$ cat src/rtl/mem.sv
// MEM pipeline stage: byte-serial load/store over an 8-bit RAM port.
// Stalls upstream until the access completes, then presents the write-back triple.
//
// state | meaning
// IDLE  | pass-through for non-memory ops; memory op seen -> start access
// REQ   | issuing byte requests, one per grant
// WAIT  | last read byte arrives this cycle
// DONE  | result presented; held here while MEM/WB is stalled
module mem (
    input  logic        clk,
    input  logic        rst,
    input  logic [4:0]  mem_wd,
    input  logic        mem_wreg,
    input  logic [31:0] mem_wdata,
    input  logic [31:0] mem_memaddr,
    input  logic        mem_memwr,
    input  logic [1:0]  mem_memcnf,
    input  logic        mem_memsigned,
    input  logic        stall_in,
    input  logic        ram_gnt,
    input  logic [7:0]  ram_rdata,
    output logic        ram_req,
    output logic        ram_wr,
    output logic [31:0] ram_addr,
    output logic [7:0]  ram_wdata,
    output logic        mem_stall_req,
    output logic [4:0]  wb_wd,
    output logic        wb_wreg,
    output logic [31:0] wb_wdata
);

    typedef enum logic [1:0] {IDLE, REQ, WAIT, DONE} state_t;

    state_t      state_q, state_d;
    logic [1:0]  idx_q, idx_d;
    logic        pend_q, pend_d;
    logic [1:0]  pend_idx_q, pend_idx_d;
    logic [31:0] buf_q, buf_d;
    logic [1:0]  last_idx;
    logic [31:0] load_val;

    always_comb begin
        case (mem_memcnf)
            2'd1:    last_idx = 2'd0;
            2'd2:    last_idx = 2'd1;
            default: last_idx = 2'd3;
        endcase
    end

    always_comb begin
        case (mem_memcnf)
            2'd1:    load_val = {{24{mem_memsigned & buf_q[7]}}, buf_q[7:0]};
            2'd2:    load_val = {{16{mem_memsigned & buf_q[15]}}, buf_q[15:0]};
            default: load_val = buf_q;
        endcase
    end

    always_ff @(posedge clk) begin
        if (rst) begin
            state_q    <= IDLE;
            idx_q      <= 2'd0;
            pend_q     <= 1'b0;
            pend_idx_q <= 2'd0;
            buf_q      <= 32'd0;
        end else begin
            state_q    <= state_d;
            idx_q      <= idx_d;
            pend_q     <= pend_d;
            pend_idx_q <= pend_idx_d;
            buf_q      <= buf_d;
        end
    end

    always_comb begin
        state_d       = state_q;
        idx_d         = idx_q;
        pend_d        = 1'b0;
        pend_idx_d    = pend_idx_q;
        buf_d         = buf_q;
        ram_req       = 1'b0;
        ram_wr        = 1'b0;
        ram_addr      = 32'd0;
        ram_wdata     = 8'd0;
        mem_stall_req = 1'b0;
        wb_wd         = 5'd0;
        wb_wreg       = 1'b0;
        wb_wdata      = 32'd0;

        // Read data lags its grant by one cycle, regardless of the current grant.
        if (pend_q) begin
            buf_d[{pend_idx_q, 3'b000} +: 8] = ram_rdata;
        end

        case (state_q)
            IDLE: begin
                if (mem_memcnf == 2'd0) begin
                    wb_wd    = mem_wd;
                    wb_wreg  = mem_wreg;
                    wb_wdata = mem_wdata;
                end else begin
                    mem_stall_req = 1'b1;
                    idx_d         = 2'd0;
                    buf_d         = 32'd0;
                    state_d       = REQ;
                end
            end
            REQ: begin
                mem_stall_req = 1'b1;
                ram_req       = 1'b1;
                ram_wr        = mem_memwr;
                ram_addr      = mem_memaddr + {30'd0, idx_q};
                ram_wdata     = mem_wdata[{idx_q, 3'b000} +: 8];
                if (ram_gnt) begin
                    idx_d      = idx_q + 2'd1;
                    pend_d     = ~mem_memwr;
                    pend_idx_d = idx_q;
                    if (idx_q == last_idx) begin
                        state_d = mem_memwr ? DONE : WAIT;
                    end
                end
            end
            WAIT: begin
                mem_stall_req = 1'b1;
                state_d       = DONE;
            end
            DONE: begin
                wb_wd    = mem_wd;
                wb_wreg  = mem_wreg;
                wb_wdata = mem_memwr ? mem_wdata : load_val;
                // Holding here keeps the still-present EX/MEM op from being re-issued.
                if (!stall_in) begin
                    state_d = IDLE;
                end
            end
            default: state_d = IDLE;
        endcase

        if (rst) begin
            ram_req       = 1'b0;
            ram_wr        = 1'b0;
            ram_addr      = 32'd0;
            ram_wdata     = 8'd0;
            mem_stall_req = 1'b0;
            wb_wd         = 5'd0;
            wb_wreg       = 1'b0;
            wb_wdata      = 32'd0;
        end
    end

endmodule

$ cat config.mk
export PLATFORM = sky130hd
export DESIGN_NAME = mem
export DESIGN_NICKNAME = d
export VERILOG_FILES = /design/src/rtl/mem.sv
export SDC_FILE = /design/constraint.sdc
export NUM_CORES = 1
export LEC_CHECK = 0
export ABC_AREA = 1
export CAP_MARGIN = 0
export CELL_PAD_IN_SITES_DETAIL_PLACEMENT = 1
export CELL_PAD_IN_SITES_GLOBAL_PLACEMENT = 1
export CORE_MARGIN = 2
export CORE_UTILIZATION = 28
export CTS_BUF_LIST = sky130_fd_sc_hd__clkbuf_16
export DETAILED_ROUTE_END_ITERATION = 10
export PLACE_DENSITY_LB_ADDON = 0.3
export SLEW_MARGIN = 15
export SYNTH_ARGS = -nofsm -noshare
export SYNTH_HDL_FRONTEND = slang
export SYNTH_SLANG_ARGS = --single-unit
$ cat constraint.sdc
create_clock -name clk -period 2.3 [get_ports clk]
set_input_delay 0.345 -clock clk [delete_from_list [all_inputs] [get_ports clk]]
set_output_delay 0.345 -clock clk [all_outputs]
set_load 0.1 [all_outputs]
==> impl_metrics.py <==
metrics = {
    "sta": {
        "hold_violations": 0,
        "setup_ws_ps": -455,
        "finalCritPeriodShare_pct": 120,
        "final.setup_skew_ps": 6.18,
        "max_freq_mhz": 363,
        "period_needed_ps": 2760,
        "finalSetupTns_ps": -5110,
        "hold_slack_ps": 470,
        "setup_viol": 35,
        "rsz0062_at_grt": "true",
        "final_max_slew_viol_count": 0,
        "tightest_slew_ps": 539,
        "slew_headroom_pct": 63.9,
    },
    "grt": {
        "grt_max_degree": 33,
        "grt_pass1_wl_um": 37200,
        "grt_pass1_vias": 6909,
        "grt.total_usage_pct": 32.0,
        "overflow": 0,
        "antenna_found_initial": 2,
    },
    "status": {
        "failed_checks": "negative setup slack",
        "status": "complete, but fails checks",
    },
    "placed_design": {
        "port_buffers": 166,
        "placed_cell_area_um2": 7670,
        "place_hpwl_um": 17300,
        "dp_cells": 1071,
        "place_ws_ps": -457,
        "place_congestion": 0.972,
    },
    "pwr": {
        "power.density_nw_per_um2": 750,
        "switchingPower_mw": 3.69,
        "power_mw": 6.49,
        "power_frac_seq_pct": 12.1,
        "p_comb_share_pct": 77.0,
        "power.static_leakage_nw": 3.25,
        "swShare_pct": 56.9,
        "ir_drop_mv": 0.339,
        "power_frac_clock_pct": 10.8,
        "cellInternalPower_mw": 2.80,
    },
    "worst_setup_path": {
        "crit_path_end_kind": "primary output",
        "crit_path_frequent_cell": "nand2_1",
        "path_buf_inv": 2,
        "cp-start-kind": "primary input",
        "crit_chain": "clkdlybuf4s50_1 -> nand2_1 -> nor2_1 -> nand2_1 -> nor2_1 -> nand2_1 -> nand2_1 -> nand3_2 -> nor2_4 -> buf_12",
        "cp.required_ps": 1960,
        "crit_family": "simple AND/OR/NAND/NOR gates",
        "r2r_slack_ps": 310,
        "cp_slowest_cell": "clkdlybuf4s50_1",
        "r2r_end": "buf_q[20]",
        "cpPeakStageDelay_ps": 550,
        "r2r_start": "pend_idx_q[1]",
        "r2r_cells": 6,
        "worstSetupPathType": "primary input to primary output",
        "cp.arrival_ps": 2410,
        "cp_max_fo": 3,
    },
    "final_layout": {
        "layout_common_cells": "131 x nand2_1, 102 x buf_4, 87 x buf_12, 70 x nor2_1, 59 x nor2_4",
        "fin_cells": 1119,
        "nNetsFinal": 1037,
        "fin_util_pct": 63.2,
        "drive_above_1_share_pct": 44.3,
        "fill_cells": 1584,
        "final_area_um2": 8660,
        "final_common_cell": "nand2_1",
        "syn_to_final_growth_pct": 122,
    },
    "yosys": {
        "synth_edf_count": 0,
        "yosysSeqAreaShare_pct": 20.0,
        "synth_top_area_share_pct": 20.0,
        "ys_ff_latch": 39,
        "async_flop_share_pct": 0,
        "ys_warn_count": 0,
        "synth_area_leaders": "dfxtp_1 20%, nand2_1 15%, nor2_1 13%",
        "syn-num-nets": 769,
        "syn_avg_cell_area_um2": 5.83,
        "netlist_area_um2": 3900,
        "synth_top_cell_by_area": "dfxtp_1",
        "synth_top_flop_cell": "dfxtp_1",
        "synth.distinct_cells": 41,
        "synthCells": 668,
    },
    "floorplan": {
        "boundaryPins": 167,
        "core_um2": 13700,
        "dieWidth_um": 122,
        "start_util_pct": 28.4,
        "rows": 43,
        "die-area_um2": 14900,
        "die_h_um": 122,
    },
    "cts": {
        "cts_buffer_depth": 2,
        "clkTransAtPathRegs_ps": 60,
        "cts.htree.levels": 2,
        "cts_tree": "built",
        "clkSinkCount": 39,
        "hold_buffers": 0,
        "cts_buffers": 5,
        "root_buffer": "clkbuf_16",
        "worstSkewPairLatency_ps": 290,
    },
    "drt": {
        "drtPass1Iterations": 6,
        "vias": 6679,
        "vias_per_cell": 5.97,
        "first_iter_violations": 561,
        "wire_per_inst_um": 26.5,
        "ant_nets": 0,
        "drc": 0,
        "routed_wirelength_um": 29700,
    },
    "min_path": {
        "min_from": "buf_q[9]",
        "worstHoldEndpoint": "buf_q[9]",
        "hold_depth": 2,
        "hold_class": "register to register",
    },
    "job": {
        "drv_cap": 0,
    },
}
sequential cells by signal (all words and copies together), names as in the netlist:
signal,flops
buf_q,32
idx_q,2
pend_idx_q,2
pend_q,1
state_q,2
what timing repair did:
item,4_1_cts,5_1_grt
resized for setup,108,76
setup endpoints to repair,76,75
gates cloned,3,0
pin swaps,41,32
buffers inserted,20,16
worst min-delay path, cell delays in order, from the launching register on:
cell     delay [ps]
dfxtp_1         310
nand2_1          60
a21oi_1          60
layer usage:
metal / routed length [um] / track usage [%] / vias up
met2: 14800 / 60.6 / 487
met5: 0 / 0 / -
li1: - / - / 2758
met4: 2770 / 18.8 / 0
met3: 2300 / 4.92 / 227
met1: 9800 / 33.1 / 3207
cell type report:
| class | count | area (um2) | area share (%) |
|---|---|---|---|
| Tap cell | 180 | 225 | 2.60 |
| Clock buffer | 5 | 125 | 1.44 |
| Timing Repair Buffer | 282 | 3430 | 39.6 |
| Clock inverter | 3 | 20.0 | 0.231 |
| Sequential cell | 39 | 791 | 9.13 |
| Inverter | 61 | 248 | 2.86 |
| Multi-Input combinational cell | 547 | 3820 | 44.0 |
| Antenna cell | 2 | 5.00 | 0.0578 |
worst max-delay path by stage:
stage	start	to	slack, ps	cells past startpoint
final	mem_memaddr[22]	ram_addr[28]	-460	10
after global placement	mem_memaddr[0]	ram_addr[24]	-290	11
after global routing	mem_memaddr[27]	ram_addr[30]	-500	10
after detailed placement	mem_memaddr[0]	ram_addr[30]	-460	11
after CTS	idx_q[0]	ram_addr[30]	-160	10
after floorplan	state_q[1]	ram_wdata[0]	-620	8
synthesized netlist by cell type (4+ instances only):
| cell type | instances |
|---|---|
| or2_1 | 8 |
| a21oi_1 | 69 |
| nand2_2 | 4 |
| nand4_1 | 16 |
| o21ai_0 | 33 |
| dfxtp_1 | 39 |
| buf_2 | 14 |
| clkbuf_1 | 6 |
| a22oi_1 | 22 |
| nor3_1 | 5 |
| inv_2 | 6 |
| nor2_2 | 11 |
| nand3_1 | 35 |
| o22ai_1 | 8 |
| nor2_1 | 133 |
| inv_1 | 55 |
| ha_1 | 14 |
| nand2_1 | 151 |
| nor2_4 | 7 |
kinds of logic after synthesis:
group,Yosys count,share of synthesized area [%]
buffers and inverters,85,9.12
AO/OA/AOI/OAI,146,21.6
AND/OR/NAND/NOR,381,43.8
adder cells (fa/ha/maj),15,5.01
XOR/XNOR,2,0.450
flip-flops,39,20.0
power groups by stage:
stage          Clock, mW  Combinational [mW]  Sequential, mW
2_1_floorplan          0                2.72           0.768
3_3_place_gp           0                4.25           0.759
3_5_place_dp           0                4.39           0.762
4_1_cts            0.690                4.63           0.760
5_1_grt            0.728                5.15           0.790
6_report           0.702                5.00           0.789
No activity file was read; power rests on OpenSTA's default activity.
